[src/rtl/uart_pkg.sv]
// Shared UART definitions: receive FSM state encoding and baud divider floor.
package uart_pkg;

    typedef enum logic [1:0] {
        IDLE  = 2'd0,
        START = 2'd1,
        DATA  = 2'd2,
        STOP  = 2'd3
    } rx_state_t;

    localparam int unsigned UART_MIN_BAUD_DIV = 4;

endpackage

[src/rtl/wbit_fifo.sv]
// First-word-fall-through FIFO; simultaneous push and pop are both honoured, even when full.
module wbit_fifo #(
    parameter int WIDTH = 8,
    parameter int DEPTH = 16
) (
    input  logic             clk,
    input  logic             rst,
    input  logic             wr_en,
    input  logic [WIDTH-1:0] wr_data,
    input  logic             rd_en,
    output logic [WIDTH-1:0] rd_data,
    output logic             full,
    output logic             empty
);

    localparam int AW = $clog2(DEPTH);

    logic [WIDTH-1:0] mem [DEPTH];
    logic [AW-1:0]    wr_ptr;
    logic [AW-1:0]    rd_ptr;
    logic [AW:0]      count;
    logic             do_wr;
    logic             do_rd;

    assign do_rd = rd_en && !empty;
    assign do_wr = wr_en && (!full || do_rd);

    always_ff @(posedge clk or posedge rst) begin
        if (rst) begin
            wr_ptr <= '0;
            rd_ptr <= '0;
            count  <= '0;
        end else begin
            if (do_wr) wr_ptr <= wr_ptr + 1'b1;
            if (do_rd) rd_ptr <= rd_ptr + 1'b1;
            case ({do_wr, do_rd})
                2'b10:   count <= count + 1'b1;
                2'b01:   count <= count - 1'b1;
                default: count <= count;
            endcase
        end
    end

    // Storage is not reset; contents are only observable once count says so.
    always_ff @(posedge clk) begin
        if (do_wr) mem[wr_ptr] <= wr_data;
    end

    assign rd_data = mem[rd_ptr];
    assign full    = (count == (AW+1)'(DEPTH));
    assign empty   = (count == '0);

endmodule

[src/rtl/uart_rx.sv]
// 8N1 UART receiver: synchronised mid-bit sampling, start-glitch rejection, stop check, RX FIFO.
//   state | meaning
//   IDLE  | waiting for a low line while enabled
//   START | confirming the start bit at its middle
//   DATA  | sampling data bits LSB-first, one per bit period
//   STOP  | sampling the stop bit, then push / frame error / overrun
module uart_rx
    import uart_pkg::*;
#(
    parameter int DATA_WIDTH = 8,
    parameter int FIFO_DEPTH = 16
) (
    input  logic                  clk_i,
    input  logic                  rst_ni,
    input  logic                  rx_en_i,
    input  logic [15:0]           baud_div_i,
    input  logic                  rx_bit_i,
    input  logic                  rx_re_i,
    output logic [DATA_WIDTH-1:0] dout_o,
    output logic                  full_o,
    output logic                  empty_o,
    output logic                  frame_err_o,
    output logic                  overrun_o
);

    localparam int BW = $clog2(DATA_WIDTH) + 1;

    rx_state_t             state;
    rx_state_t             state_nxt;
    logic                  sync1;
    logic                  rx_s;
    logic [15:0]           baud_cnt;
    logic [15:0]           baud_cnt_nxt;
    logic [BW-1:0]         bit_cnt;
    logic [BW-1:0]         bit_cnt_nxt;
    logic [DATA_WIDTH-1:0] shift;
    logic [DATA_WIDTH-1:0] shift_nxt;
    logic [15:0]           div;
    logic [15:0]           half;
    logic                  bit_end;
    logic                  half_end;
    logic                  pop;
    logic                  push;
    logic                  frame_err_nxt;
    logic                  overrun_nxt;

    always_ff @(posedge clk_i or negedge rst_ni) begin
        if (!rst_ni) begin
            sync1 <= 1'b1;
            rx_s  <= 1'b1;
        end else begin
            sync1 <= rx_bit_i;
            rx_s  <= sync1;
        end
    end

    // Out-of-range dividers are floored so the half-bit compare never underflows.
    assign div      = (baud_div_i < 16'(UART_MIN_BAUD_DIV)) ? 16'(UART_MIN_BAUD_DIV) : baud_div_i;
    assign half     = div >> 1;
    assign bit_end  = (baud_cnt == div - 16'd1);
    assign half_end = (baud_cnt == half - 16'd1);
    assign pop      = rx_re_i && !empty_o;

    always_ff @(posedge clk_i or negedge rst_ni) begin
        if (!rst_ni) begin
            state       <= IDLE;
            baud_cnt    <= '0;
            bit_cnt     <= '0;
            shift       <= '0;
            frame_err_o <= 1'b0;
            overrun_o   <= 1'b0;
        end else begin
            state       <= state_nxt;
            baud_cnt    <= baud_cnt_nxt;
            bit_cnt     <= bit_cnt_nxt;
            shift       <= shift_nxt;
            frame_err_o <= frame_err_nxt;
            overrun_o   <= overrun_nxt;
        end
    end

    always_comb begin
        state_nxt     = state;
        baud_cnt_nxt  = baud_cnt + 16'd1;
        bit_cnt_nxt   = bit_cnt;
        shift_nxt     = shift;
        push          = 1'b0;
        frame_err_nxt = 1'b0;
        overrun_nxt   = 1'b0;
        if (!rx_en_i) begin
            state_nxt    = IDLE;
            baud_cnt_nxt = '0;
        end else begin
            case (state)
                IDLE: begin
                    baud_cnt_nxt = '0;
                    if (!rx_s) state_nxt = START;
                end
                START: begin
                    if (half_end) begin
                        baud_cnt_nxt = '0;
                        bit_cnt_nxt  = '0;
                        state_nxt    = rx_s ? IDLE : DATA;
                    end
                end
                DATA: begin
                    if (bit_end) begin
                        baud_cnt_nxt = '0;
                        shift_nxt    = {rx_s, shift[DATA_WIDTH-1:1]};
                        bit_cnt_nxt  = bit_cnt + 1'b1;
                        if (bit_cnt == BW'(DATA_WIDTH - 1)) state_nxt = STOP;
                    end
                end
                STOP: begin
                    // Leaving at the stop sample lets a back-to-back start edge be seen.
                    if (bit_end) begin
                        baud_cnt_nxt = '0;
                        state_nxt    = IDLE;
                        if (!rx_s)                 frame_err_nxt = 1'b1;
                        else if (!full_o || pop)   push          = 1'b1;
                        else                       overrun_nxt   = 1'b1;
                    end
                end
                default: state_nxt = IDLE;
            endcase
        end
    end

    wbit_fifo #(
        .WIDTH (DATA_WIDTH),
        .DEPTH (FIFO_DEPTH)
    ) rx_buffer (
        .clk     (clk_i),
        .rst     (!rst_ni),
        .wr_en   (push),
        .wr_data (shift_nxt),
        .rd_en   (pop),
        .rd_data (dout_o),
        .full    (full_o),
        .empty   (empty_o)
    );

endmodule

[config.mk]
export PLATFORM = sky130hd
export DESIGN_NAME = uart_rx
export DESIGN_NICKNAME = d
export VERILOG_FILES = /design/src/rtl/uart_pkg.sv /design/src/rtl/wbit_fifo.sv /design/src/rtl/uart_rx.sv
export SDC_FILE = /design/constraint.sdc
export NUM_CORES = 1
export LEC_CHECK = 0
export CORE_ASPECT_RATIO = 1.25
export CORE_MARGIN = 1.5
export CORE_UTILIZATION = 45
export CTS_CLUSTER_SIZE = 12
export DETAILED_ROUTE_END_ITERATION = 10
export SLEW_MARGIN = 20
export SYNTH_ARGS = -nofsm -noshare
export SYNTH_HDL_FRONTEND = slang
export SYNTH_HIERARCHICAL = 1
export SYNTH_SLANG_ARGS = --single-unit
[constraint.sdc]
create_clock -name clk_i -period 6.2 [get_ports clk_i]
set_clock_uncertainty 0.05 [all_clocks]
set_input_delay 0.62 -clock clk_i [delete_from_list [all_inputs] [get_ports clk_i]]
set_output_delay 0.62 -clock clk_i [all_outputs]
set_load 0.01 [all_outputs]
# After elaboration in Yosys (flattened, before gate mapping)
# Memories as Yosys holds them, arrays and structs flattened.
# Index checks and enable logic that the tools add are counted.
dict set report classes {
  addsub 8
  n_lt_le_gt_ge 1
  eq_ne 16
  n_mux 36
  n_reduce_logical 14
}
# op count
set ops {}
lappend ops {{two-way mux 16 bit} 4}
lappend ops {{one-hot mux 16 bit (3 select lines)} 1}
lappend ops {{== test 16 bit} 2}
lappend ops {{two-way mux 8 bit} 3}
lappend ops {{adder 16 x 1 -> 16 bit (second input constant)} 1}
lappend ops {{< comparator 16 x 3 -> 1 bit (second input constant)} 1}
lappend ops {{two-way mux 1 bit} 16}
lappend ops {{subtractor 15 x 1 -> 16 bit (second input constant)} 1}
lappend ops {{subtractor 16 x 1 -> 16 bit (second input constant)} 1}
lappend ops {{!= test 3 bit (second input constant)} 5}
lappend ops {{two-way mux 2 bit} 7}
lappend ops {{adder 4 x 1 -> 4 bit (second input constant)} 3}
lappend ops {{one-hot mux 5 bit (2 select lines)} 1}
lappend ops {{two-way mux 4 bit} 2}
lappend ops {{one-hot mux 2 bit (4 select lines)} 1}
lappend ops {{one-hot mux 4 bit (2 select lines)} 1}
lappend ops {{== test 2 bit (second input constant)} 3}
lappend ops {{adder 5 x 1 -> 5 bit (second input constant)} 1}
lappend ops {{== test 5 bit (second input constant)} 1}
lappend ops {{zero test 5 bit} 1}
lappend ops {{AND reduction 5 bit} 1}
lappend ops {{subtractor 5 x 1 -> 5 bit (second input constant)} 1}
lappend ops {{== test 2 x 1 -> 1 bit (second input constant)} 2}
lappend ops {{== test 4 x 3 -> 1 bit (second input constant)} 1}
lappend ops {{8 further kinds} 14}
dict set report word_totals {
  register_bits 47
  ramBits 128
  input_bits 21
  output_inout_bits 12
  word_cells 87
  mem_count 1
}
# name depth width rd rd_ports_with_merged_regs write_ports line
set mem_list {}
lappend mem_list {rx_buffer.mem 16 8 1 0 1 wbit_fifo.sv:18} ;# logic [WIDTH-1:0] mem [DEPTH];

# Logic depth before layout (Yosys ltp)
dict set report depth {
  depth_word 12
  ltp_mapped 22
  depth_no_buf 19
}

# Cells and area by module
# The synthesis kept the hierarchy.
# module instances cells_per_inst area_per_inst_um2 seq_area_each_um2
set by_module_without_submodules {}
lappend by_module_without_submodules {wbit_fifo 1 298 5754.3 4169.0}
lappend by_module_without_submodules {uart_rx 1 334 2940.3 853.3}

# Least setup slack after synthesis
# OpenSTA, ideal clock, no wires.
dict set report synth_timing {
  path_kind {input-to-reg}
  start {in baud_div_i[6]}
  end {reg rx_buffer.count[3]}
  setup_time_ns 0.122
  arrival_ns 5.336
  required_time_ns 6.028
  slack_ns 0.692
  stages 22
  n_path_buf 3
  path_cell_list {buf_2 nor4_1 buf_4 nand4_1 nand2_1 ha_1 or3b_2 or3_1 a21oi_1 nor2_1 or4_1 nor3_1 nand3_1 a21oi_1 clkbuf_1 or2_2 inv_1 ha_1 a21o_1 a21oi_1 xnor2_1 a32o_1}
}
dict set report synth_between {
  elab_chain_len 10
  elab_cells_between_ends 12
  cone_classes {1 x add/sub; 1 x order compare; 3 x eq/ne; 5 x mux; 2 x reduce/logical}
}
# element line
set synth_rtl {}
lappend synth_rtl {{from (decl)} uart_rx.sv:16} ;# input logic [15:0] baud_div_i,
lappend synth_rtl {{< comparator 16 x 3 -> 1 bit} uart_rx.sv:58} ;# assign div = (baud_div_i < 16'(UART_MIN_BAUD_DIV)) ? 16'(UART_MIN_BAUD_DIV) : baud_div_i;
lappend synth_rtl {{two-way mux 16 bit *} uart_rx.sv:58}
lappend synth_rtl {{subtractor 16 x 1 -> 16 bit *} uart_rx.sv:60} ;# assign bit_end = (baud_cnt == div - 16'd1);
lappend synth_rtl {{== test 16 bit *} uart_rx.sv:60}
lappend synth_rtl {{two-way mux 1 bit *} uart_rx.sv:116} ;# if (bit_end) begin
lappend synth_rtl {{two-way mux 1 bit *} uart_rx.sv:94} ;# case (state)
lappend synth_rtl {{two-way mux 1 bit *} uart_rx.sv:90} ;# if (!rx_en_i) begin
lappend synth_rtl {{via push} uart_rx.sv:43} ;# logic push;
lappend synth_rtl {{logical AND 1 bit *} wbit_fifo.sv:26} ;# assign do_wr = wr_en && (!full || do_rd);
lappend synth_rtl {{== test 2 x 1 -> 1 bit or == test 2 bit (tied branches)} wbit_fifo.sv:36} ;# case ({do_wr, do_rd})
lappend synth_rtl {{one-hot mux 5 bit (2 select lines) or nonzero test 2 bit (tied branches)} -}
lappend synth_rtl {{to (signal assigned)} wbit_fifo.sv:37} ;# 2'b10: count <= count + 1'b1;
lappend synth_rtl {{to (signal assigned)} wbit_fifo.sv:38} ;# 2'b01: count <= count - 1'b1;
lappend synth_rtl {{to (signal assigned)} wbit_fifo.sv:39} ;# default: count <= count;
lappend synth_rtl {{to (decl)} wbit_fifo.sv:21} ;# logic [AW:0] count;
# The timed path passes the listed nets; every way through them passes the cells marked *.
# A chain may end at the register's enable or synchronous reset.

# Worst setup path in the final report
dict set report layout_timing {
  start {in baud_div_i[15]}
  end {reg rx_buffer.count[4]}
}
# Same word-level chain as after synthesis.

==> impl_metrics.csv <==
group,metric,value,unit
die,dieArea,20200,um^2
logic_synthesis,syn_inst,632,
die,rows,56,
die,dieWidth,127,um
logic_synthesis,ys_types,70,
critical_path,crit_slowest_cell,"clkdlybuf4s50_1",
critical_path,crit_path_end_kind,"flip-flop",
layout,fin_nets,702,
timing,relSlewSlack,43.2,%
die,die_h,158,um
timing,hold_slack,0.222,ns
clocking,htreeDepth,4,
outcome,outcome,"complete, no violations",
logic_synthesis,synth_edf_count,128,
routing,routed_wl,18900,um
logic_synthesis,syn_nets,666,
global_route,grt.overflow.total,0,
critical_path,crit_start,"baud_div_i[15]",
clocking,clk_pin_slew,0.07,ns
power_and_ir_drop,p_total,3.09,mW
timing,finalCritPeriodShare,90.8,%
critical_path,start_kind,"input pin",
routing,dr.first_iter.drc_count,421,
layout,fill_cells,1551,
global_route,grt_pass1_vias,5608,
clocking,post_cts_buffers,0,
routing,ant_nets,0,
global_route,antenna_found_initial,0,
logic_synthesis,synth_top_family_by_area,"simple AND/OR/NAND/NOR gates",
clocking,clock-root-buffer,"clkbuf_16",
clocking,cts-hold-fix-buffers,0,
global_route,grt_pass1_wl,30500,um
logic_synthesis,synth-async-reset-ratio,26.9,%
power_and_ir_drop,ir_worst_vdd,0.187,mV
power_and_ir_drop,power_leakage,3.46,nW
timing,hold_viol_final,0,
critical_path,setup.worst_path.class,"in2reg",
logic_synthesis,synthSimpleGateAreaFrac,13.8,%
layout,multi_input_area,3410,um^2
logic_synthesis,yosysTopAreaCellShare,44.2,%
die,start_util,46.1,%
clocking,ctsResizeCount,0,
critical_path,worstPathArrival,5.91,ns
critical_path,reg2reg_depth,16,
logic_synthesis,synth_seq_cells,175,
logic_synthesis,synth_top_area_cell,"edfxtp_1",
routing,vias,5356,
timing,min_period,5.63,ns
power_and_ir_drop,powerDensity,314,nW/um^2
layout,syn_to_final_growth,13.2,%
placed_design,gp_congestion,0.916,
clocking,numCtsBuffers,17,
placed_design,io_buffers,32,
global_route,grt_max_degree,36,
critical_path,crit_path_max_incr_delay,0.53,ns
layout,antenna_cells,0,
routing,first_pass_iters,5,
layout,seqCellArea,5020,um^2
routing,post_drt_via_cell_ratio,5.87,
critical_path,crit_required,6.49,ns
logic_synthesis,synthesis.area,8690,um^2
hold_path,min_path_type,"in2async",
timing,finalMaxSlewViolations,0,
layout,fin_util,52.2,%
timing,max_freq,178,MHz
critical_path,cp_max_fo,12,
logic_synthesis,synth-main-ff-cell,"edfxtp_1",
logic_synthesis,yosys.area_share.adder,1.96,%
global_route,grt.total_usage,20.2,%
clocking,cts_tree,"yes",
logic_synthesis,synth_area_leaders,"edfxtp_1 (44%), dfrtp_1 (13%), mux4_2 (8.3%)",
logic_synthesis,seq_area_frac_synth,57.8,%
logic_synthesis,muxShareOfSynthArea,10.5,%
layout,layout-drive-gt1-share,18.4,%
timing,setup-tns-final,0,ns
critical_path,worstPathCellList,"clkdlybuf4s50_1, nor4_2, nand4_1, nand2_1, ha_1, or3b_2, nor4_1, mux2i_1, nand3_1, or4_1, nor3_1, nand3_1, a21oi_1, buf_4, or2_2, inv_1, ha_1, nor2_1, a21oi_1, o31a_1, o211ai_1",
die,num_io_pins,33,
logic_synthesis,ys_warn_count,6,
placed_design,hpwl,13500,um
routing,wire_per_inst,20.8,um
logic_synthesis,synth-xor-area-share,5.54,%
clocking,cts.path.max_buffers,2,
die,fp.coreArea,18800,um^2
timing,worst_pin_slew,0.851,ns
logic_synthesis,synth-compound-area-share,7.56,%
timing,setup_viol,0,
clocking,clkLatencyLatePin,0.42,ns
timing,rsz0062_at_grt,"false",
critical_path,reg2reg_from,"baud_cnt[10]",
clocking,clock-sinks,175,
logic_synthesis,postSynthAreaPerCell,13.8,um^2
run,maxCapViolations,0,
routing,drc,0,
-- worst max-delay path, delay by kind of cell --
family / cells / cell delay [ns]
muxes: 1 / 0.31
buffers and inverters: 3 / 0.81
adders and majority gates: 2 / 0.52
AOI/OAI and AO/OA: 4 / 0.69
and+or+nand+nor: 11 / 2.98
-- report_power, final --
group | switching, mW | internal (mW) | total [mW] | leakage (nW)
sequential | 0.103 | 1.28 | 1.38 | 1.77
combinational | 0.334 | 0.347 | 0.681 | 1.41
clock | 0.464 | 0.566 | 1.03 | 0.279
-- layer usage --
layer  wire [um]  vias to the layer above  track usage, %  part of all wire, %
met3         683                       32            3.23                  3.6
li1            -                     2485               -                    -
met4         586                        0            8.82                  3.1
met5           0                        -               0                    0
met1        7590                     2702            23.6                   40
met2       10100                      137            36.6                   53
-- cell families (layout without fill, tap and decap cells) --
kind of cell | Yosys count | in the layout
xor gates and xnor gates | 55 | 55
AOI/OAI and AO/OA | 88 | 88
buffers and inverters | 54 | 103
muxes | 49 | 49
and+or+nand+nor | 198 | 198
DFF | 175 | 175
adders and majority gates | 13 | 13
-- path summary, 6_finish.rpt --
| check | end | slack [ns] |
|---|---|---|
| worst max-delay path | rx_buffer/count[4] | 0.57 |
| worst min-delay path | state[1] | 0.22 |
| worst max register to register | rx_buffer/count[4] | 2.02 |
| worst min register to register | rx_s | 0.31 |
| max in group asynchronous | rx_buffer/rd_ptr[0] | 4.88 |
| min in group clk_i | rx_s | 0.31 |
-- placed cells by master (no fill, tap or decap), types with 4 or more instances in the layout --
master,n
edfxtp_1,128
dfrtp_1,43
nor2_1,37
nand2_1,34
xnor2_1,32
mux4_2,32
clkdlybuf4s50_1,31
xor2_1,23
buf_4,21
and2_1,18
inv_1,17
clkbuf_16,17
nand3_1,16
a22oi_1,16
a21oi_1,14
ha_1,12
mux2_2,11
and3_1,11
nand4_1,9
nand2b_1,9
nor4_1,8
nor2b_1,8
o21ai_0,6
or3_1,6
inv_6,6
or4_1,5
nor4_4,5
a31oi_1,5
mux2i_1,5
nand4b_1,4
o22ai_1,4
a211oi_1,4
nor3_1,4
or2_2,4
a211o_1,4
o211ai_1,4
-- area by class of cell --
type,count,share of cell area (%)
Clock buffer,17,4.32
Clock inverter,15,1.47
Inverter,18,0.687
Multi-Input combinational cell,403,34.7
Sequential cell,175,51.1
Tap cell,232,2.95
Timing Repair Buffer,53,4.81
-- flip-flops by register name, indices dropped and copies added, names as in the netlist --
name              cells
baud_cnt             16
bit_cnt               4
frame_err_o           1
overrun_o             1
rx_buffer/count       5
rx_buffer/mem       128
rx_buffer/rd_ptr      4
rx_buffer/wr_ptr      4
rx_s                  1
shift                 8
state                 2
sync1                 1
-- cell usage after synthesis (5+ instances only) --
library cell / count
nor4_1: 8
or4_1: 5
ha_1: 12
inv_1: 17
o21ai_0: 6
nand4_1: 9
nand2b_1: 9
mux2_2: 11
mux4_2: 32
a31oi_1: 5
nor4_4: 5
clkbuf_1: 16
and3_1: 11
nor2b_1: 8
nand2_1: 34
edfxtp_1: 128
nor2_1: 37
xor2_1: 23
nand3_1: 16
dfrtp_1: 45
mux2i_1: 5
and2_1: 18
buf_2: 11
a21oi_1: 14
a22oi_1: 16
or3_1: 6
xnor2_1: 32
-- per-stage QoR --
stage	setup slack, ns	cells	area, um^2
after global routing	0.183	913	9840
after detailed placement	0.162	881	9270
final	0.573	913	9840
after global placement	0.282	881	9270
after floorplan	0.692	632	8690
after CTS	0.596	913	9840
(Power assumes the default switching activity.)
